### config.mk
export PLATFORM = sky130hd
export DESIGN_NAME = cr_kme_kop_kdf_keypacker_flat
export DESIGN_NICKNAME = d
export VERILOG_FILES = /design/src/rtl/cr_kme_kop_kdf_keypacker_if.sv /design/src/rtl/cr_kme_kop_kdf_keypacker.sv /design/src/flat_wrapper.sv
export SDC_FILE = /design/constraint.sdc
export NUM_CORES = 1
export LEC_CHECK = 0
export CORE_UTILIZATION = 30
export DETAILED_ROUTE_END_ITERATION = 8
export PLACE_DENSITY = 0.54
export SLEW_MARGIN = 20
export SYNTH_ARGS = -nofsm -noshare
export SYNTH_HDL_FRONTEND = slang
export SYNTH_SLANG_ARGS = --single-unit
### constraint.sdc
create_clock -name clk -period 6 [get_ports clk]
set_clock_uncertainty 0.1 [all_clocks]
set_input_delay 0.9 -clock clk [delete_from_list [all_inputs] [get_ports clk]]
set_output_delay 0.9 -clock clk [all_outputs]
set_load 0.1 [all_outputs]
### src/rtl/cr_kme_kop_kdf_keypacker_if.sv
// Handshake bundle for the KDF key packer: key command, KDF beat stream and
// packed-word output. Optional out_parity is present with KME_KEYPACKER_PARITY_EN.
interface cr_kme_kop_kdf_keypacker_if;
    logic         cmd_valid;
    logic [3:0]   cmd_num_beats;
    logic         cmd_ack;
    logic [63:0]  kdf_keybuilder_data;
    logic         kdf_keybuilder_valid;
    logic         keybuilder_kdf_stall;
    logic         out_valid;
    logic [255:0] out_data;
    logic         out_last;
    logic         out_ack;
    logic         err_illegal_len;
`ifdef KME_KEYPACKER_PARITY_EN
    logic [3:0]   out_parity;
`endif

    // Packer side.
    modport slave (
        input  cmd_valid, cmd_num_beats, kdf_keybuilder_data, kdf_keybuilder_valid, out_ack,
        output cmd_ack, keybuilder_kdf_stall, out_valid, out_data, out_last, err_illegal_len
`ifdef KME_KEYPACKER_PARITY_EN
        , output out_parity
`endif
    );

    // Command source / KDF / word consumer side.
    modport master (
        output cmd_valid, cmd_num_beats, kdf_keybuilder_data, kdf_keybuilder_valid, out_ack,
        input  cmd_ack, keybuilder_kdf_stall, out_valid, out_data, out_last, err_illegal_len
`ifdef KME_KEYPACKER_PARITY_EN
        , input out_parity
`endif
    );
endinterface

### src/rtl/cr_kme_kop_kdf_keypacker.sv
// KDF key packer: gathers 64-bit derived-key beats into 256-bit big-endian
// lane words (first beat in [255:192]), zero-pads a short final word and flags
// it last. Keys longer than 8 beats are clamped to 8 with an error pulse.
// Optional per-lane parity output: define KME_KEYPACKER_PARITY_EN.
module cr_kme_kop_kdf_keypacker #(
    parameter int MAX_BEATS = 8,
    parameter int LANES     = 4
) (
    input  logic                        clk,
    input  logic                        rst_n,
    cr_kme_kop_kdf_keypacker_if.slave   bus
);
    typedef enum logic [1:0] {
        IDLE   = 2'd0,
        ACCUM  = 2'd1,
        OUT    = 2'd2,
        RETIRE = 2'd3
    } state_t;

    state_t         state_r;
    state_t         state_s;
    logic [3:0]     rem_r;
    logic [1:0]     lane_r;
    logic [255:0]   word_r;
    logic           last_r;
    logic           load_s;
    logic           take_s;
    logic           drain_s;
    logic [3:0]     beats_s;
`ifdef KME_KEYPACKER_PARITY_EN
    logic [3:0]     parity_r;
`endif

    // Lengths above the beat-counter ceiling are clamped so the counter cannot wrap.
    assign beats_s = (bus.cmd_num_beats > 4'(MAX_BEATS)) ? 4'(MAX_BEATS) : bus.cmd_num_beats;

    // Outputs decoded straight from registered state and the word register.
    assign bus.keybuilder_kdf_stall = (state_r != ACCUM);
    assign bus.out_valid            = (state_r == OUT);
    assign bus.cmd_ack              = (state_r == RETIRE);
    assign bus.out_data             = word_r;
    assign bus.out_last             = last_r;
    assign bus.err_illegal_len      = (state_r == IDLE) && bus.cmd_valid
                                      && (bus.cmd_num_beats > 4'(MAX_BEATS));
`ifdef KME_KEYPACKER_PARITY_EN
    assign bus.out_parity           = parity_r;
`endif

    // State register.
    always_ff @(posedge clk or negedge rst_n) begin
        if (!rst_n) begin
            state_r <= IDLE;
        end else begin
            state_r <= state_s;
        end
    end

    // Next-state decode and datapath strobes.
    always_comb begin
        state_s = state_r;
        load_s  = 1'b0;
        take_s  = 1'b0;
        drain_s = 1'b0;
        case (state_r)
            IDLE: begin
                if (bus.cmd_valid) begin
                    load_s  = 1'b1;
                    state_s = (bus.cmd_num_beats == 4'd0) ? RETIRE : ACCUM;
                end else begin
                    state_s = IDLE;
                end
            end
            ACCUM: begin
                if (bus.kdf_keybuilder_valid) begin
                    take_s = 1'b1;
                    if ((lane_r == 2'(LANES - 1)) || (rem_r == 4'd1)) begin
                        state_s = OUT;
                    end else begin
                        state_s = ACCUM;
                    end
                end else begin
                    state_s = ACCUM;
                end
            end
            OUT: begin
                if (bus.out_ack) begin
                    drain_s = 1'b1;
                    state_s = last_r ? RETIRE : ACCUM;
                end else begin
                    state_s = OUT;
                end
            end
            RETIRE: begin
                state_s = IDLE;
            end
            default: begin
                state_s = IDLE;
            end
        endcase
    end

    // Beat counter, lane pointer and word assembly; word clears once consumed.
    always_ff @(posedge clk or negedge rst_n) begin
        if (!rst_n) begin
            rem_r    <= 4'd0;
            lane_r   <= 2'd0;
            word_r   <= 256'd0;
            last_r   <= 1'b0;
`ifdef KME_KEYPACKER_PARITY_EN
            parity_r <= 4'd0;
`endif
        end else if (load_s) begin
            rem_r    <= beats_s;
            lane_r   <= 2'd0;
            word_r   <= 256'd0;
            last_r   <= 1'b0;
`ifdef KME_KEYPACKER_PARITY_EN
            parity_r <= 4'd0;
`endif
        end else if (take_s) begin
            for (int k = 0; k < LANES; k++) begin
                if (lane_r == k[1:0]) begin
                    word_r[255 - 64*k -: 64] <= bus.kdf_keybuilder_data;
`ifdef KME_KEYPACKER_PARITY_EN
                    parity_r[k] <= ^bus.kdf_keybuilder_data;
`endif
                end
            end
            rem_r  <= rem_r - 4'd1;
            lane_r <= lane_r + 2'd1;
            last_r <= (rem_r == 4'd1);
        end else if (drain_s) begin
            lane_r   <= 2'd0;
            word_r   <= 256'd0;
            last_r   <= 1'b0;
`ifdef KME_KEYPACKER_PARITY_EN
            parity_r <= 4'd0;
`endif
        end else begin
            rem_r <= rem_r;
        end
    end
endmodule

### src/flat_wrapper.sv
// flat-port wrapper written by rule: the top's interface ports become plain ports
module cr_kme_kop_kdf_keypacker_flat 
#(
    parameter int MAX_BEATS = 8,
    parameter int LANES     = 4
)
  (clk, rst_n, bus_cmd_valid, bus_cmd_num_beats, bus_kdf_keybuilder_data, bus_kdf_keybuilder_valid, bus_out_ack, bus_cmd_ack, bus_keybuilder_kdf_stall, bus_out_valid, bus_out_data, bus_out_last, bus_err_illegal_len);
  cr_kme_kop_kdf_keypacker_if bus_i ();
  input  logic clk;
  input  logic rst_n;
  input wire logic [$bits(bus_i.cmd_valid)-1:0] bus_cmd_valid;
  input wire logic [$bits(bus_i.cmd_num_beats)-1:0] bus_cmd_num_beats;
  input wire logic [$bits(bus_i.kdf_keybuilder_data)-1:0] bus_kdf_keybuilder_data;
  input wire logic [$bits(bus_i.kdf_keybuilder_valid)-1:0] bus_kdf_keybuilder_valid;
  input wire logic [$bits(bus_i.out_ack)-1:0] bus_out_ack;
  output wire logic [$bits(bus_i.cmd_ack)-1:0] bus_cmd_ack;
  output wire logic [$bits(bus_i.keybuilder_kdf_stall)-1:0] bus_keybuilder_kdf_stall;
  output wire logic [$bits(bus_i.out_valid)-1:0] bus_out_valid;
  output wire logic [$bits(bus_i.out_data)-1:0] bus_out_data;
  output wire logic [$bits(bus_i.out_last)-1:0] bus_out_last;
  output wire logic [$bits(bus_i.err_illegal_len)-1:0] bus_err_illegal_len;
  assign bus_i.cmd_valid = bus_cmd_valid;
  assign bus_i.cmd_num_beats = bus_cmd_num_beats;
  assign bus_i.kdf_keybuilder_data = bus_kdf_keybuilder_data;
  assign bus_i.kdf_keybuilder_valid = bus_kdf_keybuilder_valid;
  assign bus_i.out_ack = bus_out_ack;
  assign bus_cmd_ack = bus_i.cmd_ack;
  assign bus_keybuilder_kdf_stall = bus_i.keybuilder_kdf_stall;
  assign bus_out_valid = bus_i.out_valid;
  assign bus_out_data = bus_i.out_data;
  assign bus_out_last = bus_i.out_last;
  assign bus_err_illegal_len = bus_i.err_illegal_len;
  cr_kme_kop_kdf_keypacker #(.MAX_BEATS(MAX_BEATS), .LANES(LANES)) u_core (.clk(clk), .rst_n(rst_n), .bus(bus_i));
endmodule
==> metrics.cfg <==
[run_status]
outcome=completed

[worst_setup_path]
crit_path_start_kind=input port
critPathArrivalTime_ns=2.84
crit_start=bus_cmd_valid
reg2reg_from=u_core.state_r[1]
endpoint=bus_err_illegal_len
r2r_setup_slack_ns=2.96
cp_max_fo=4
path_cells=clkdlybuf4s50_1 -> nand4bb_1 -> nor2_1 -> clkdlybuf4s50_1
r2r_end=u_core.bus.out_data[135]
critPathKind=input port to output port
ff2ff_path_depth=4
cpMaxStageDelayCell=clkdlybuf4s50_1
crit_path_frequent_cell=clkdlybuf4s50_1
worstPathRequired_ns=5.00
end_kind=output port
slowest_delay_ns=1.14

[yosys]
postSynthCellCount=677
syn-num-nets=756
synth_compound_area_frac=0.0184
syn_avg_cell_area_um2=15.8
synth_warnings=0
synth_top_family_by_area=multiplexers
synth_seq_cells=265
synth.area.mux_share=0.271
synthFlopType=dfrtp_1
ys_types=38
ys_seq_area_frac=0.620
syn_area_um2=10700
async_flop_share=1.00
synthXorXnorAreaFrac=0.000819
synth_edf_count=0
synthAdderAreaFrac=0.00702
synthSimpleGateAreaFrac=0.0509

[floorplanning]
core_area_um2=34800
rows=68
die_w_um=191
die_area_um2=36400
die_y_um=191
start_util=0.307
ios=334

[cts]
cts_buffers=30
ctsRootBufferMaster=clkbuf_16
ctsHoldBuffers=0
cts_resized=0
clk_path_buf_depth=3
cts_setup_buffers=0
htreeDepth=1
path_clk_slew_ns=0.06
cts_sinks=265
clock_latency_ns=0.54
cts_tree=done

[job]
cap_violations=0

[layout]
fin_nets=1094
drive_above_1_share=0.214
syn_to_final_growth_pct=43.8

[placed_design]
post-dp-hpwl_um=18800
gp_congestion=0.759
portBuffers=333

[detailed_routing]
drc=0
via_per_inst=4.50
route.vias.total=6717
first_pass_iters=4
antenna_left=0
drtIter0Drc=211
wl_per_cell_um=19.1
routed_wl_um=28600

[hold_path]
holdCritPathClass=input port to asynchronous set/reset pin

[timing]
maxSlewViolCount=0
min_period_over_period=0.639
rsz0062_at_grt=no
hold_viol=0
setup_viol=0
relSlewSlack=0.255
min_period_ns=3.84
timing.fmax_ghz=0.261
worst_pin_slew_ns=1.11
tns_ns=0

[grt]
track_usage=0.157
grt_overflow=0
antenna_found_initial=1
grt_max_degree=145
grt_pass1_wl_um=44300
grt_pass1_vias=7339

==> how the worst min path moves through the flow <==
| stage | startpoint | endpoint | slack [ns] | cells past startpoint |
|---|---|---|---|---|
| after global routing | rst_n | u_core.rem_r[1] | 0.13 | 1 |
| after detailed placement | u_core.bus.out_data[121] | u_core.bus.out_data[121] | 0.37 | 1 |
| after floorplan | u_core.rem_r[3] | u_core.rem_r[3] | 0.37 | 1 |
| after CTS | rst_n | u_core.rem_r[0] | 0.12 | 1 |
| after global placement | u_core.bus.out_data[84] | u_core.bus.out_data[84] | 0.37 | 1 |
| final | rst_n | u_core.rem_r[0] | 0.13 | 1 |
==> sequential cells by signal (all words and copies together), names as in the netlist <==
signal / count
u_core.state_r: 2
u_core.bus.out_data: 256
u_core.rem_r: 4
u_core.lane_r: 2
u_core.bus.out_last: 1
==> synthesized netlist by cell type (2+ instances only) <==
master      n  share of area
a21oi_1     2        0.00094
nand2_1     5         0.0018
a221o_1     2         0.0019
o21ai_0     3         0.0014
buf_6      24          0.025
and2_1     65          0.038
mux2_2    159           0.17
o211ai_1    2         0.0014
nor2_1      3         0.0011
buf_2       3         0.0014
inv_1       6         0.0021
a32o_1      2         0.0019
clkbuf_1    8         0.0028
dfrtp_1   265           0.62
o211ai_4    4         0.0080
mux2_1     97           0.10
ha_1        6         0.0070
==> cells by family (layout without fill, tap and decap cells) <==
| group | Yosys count | count (layout) |
|---|---|---|
| AOI/OAI and AO/OA | 19 | 19 |
| xor gates and xnor gates | 1 | 1 |
| adders and majority gates | 6 | 6 |
| buffers and inverters | 42 | 402 |
| DFF | 265 | 265 |
| muxes | 257 | 257 |
| other | 0 | 2 |
| and+or+nand+nor | 87 | 87 |
==> through the flow <==
step           hold WS [ns]   util  setup WS, ns  instances  cell area (um^2)
2_1_floorplan         0.373      -          2.72        677             10700
3_3_place_gp          0.366  0.413          2.19       1437             14400
3_5_place_dp          0.374  0.413          2.15       1437             14400
4_1_cts               0.119  0.441          2.17       1491             15300
5_1_grt               0.134  0.442          2.10       1493             15400
6_report              0.133  0.442          2.16       1494             15400
==> layout make-up <==
type	instances	area, um^2
inverter	6	22.5
fill	3209	19400
clock buffer	48	930
timing repair buffer	342	3450
tap	455	569
antenna	2	5.00
multi-input combinational	370	3720
sequential	265	6630
clock inverter	6	55.1
==> layout by cell type, fill, tap and decap left out, types with 6 or more instances in the layout <==
master / n
clkdlybuf4s50_1: 332
dfrtp_1: 265
mux2_2: 159
mux2_1: 97
and2_1: 65
clkbuf_16: 31
clkbuf_8: 9
clkbuf_1: 8
inv_1: 6
ha_1: 6
buf_4: 6
==> critical path: cells and delay by family <==
family | cells | cell delay [ns]
buffers and inverters | 2 | 1.65
AND/OR/NAND/NOR | 2 | 0.28
==> routing by layer <==
| layer | wire, um | global-route usage | share of wire |
|---|---|---|---|
| met5 | 0 | 0 | 0 |
| met4 | 812 | 0.0483 | 0.028 |
| met3 | 2470 | 0.0517 | 0.086 |
| met2 | 13400 | 0.253 | 0.47 |
| met1 | 11900 | 0.198 | 0.42 |
Power is left out: the tool's default activity adds up to more than one toggle a clock period on the data nets, which glitch-free logic cannot reach.
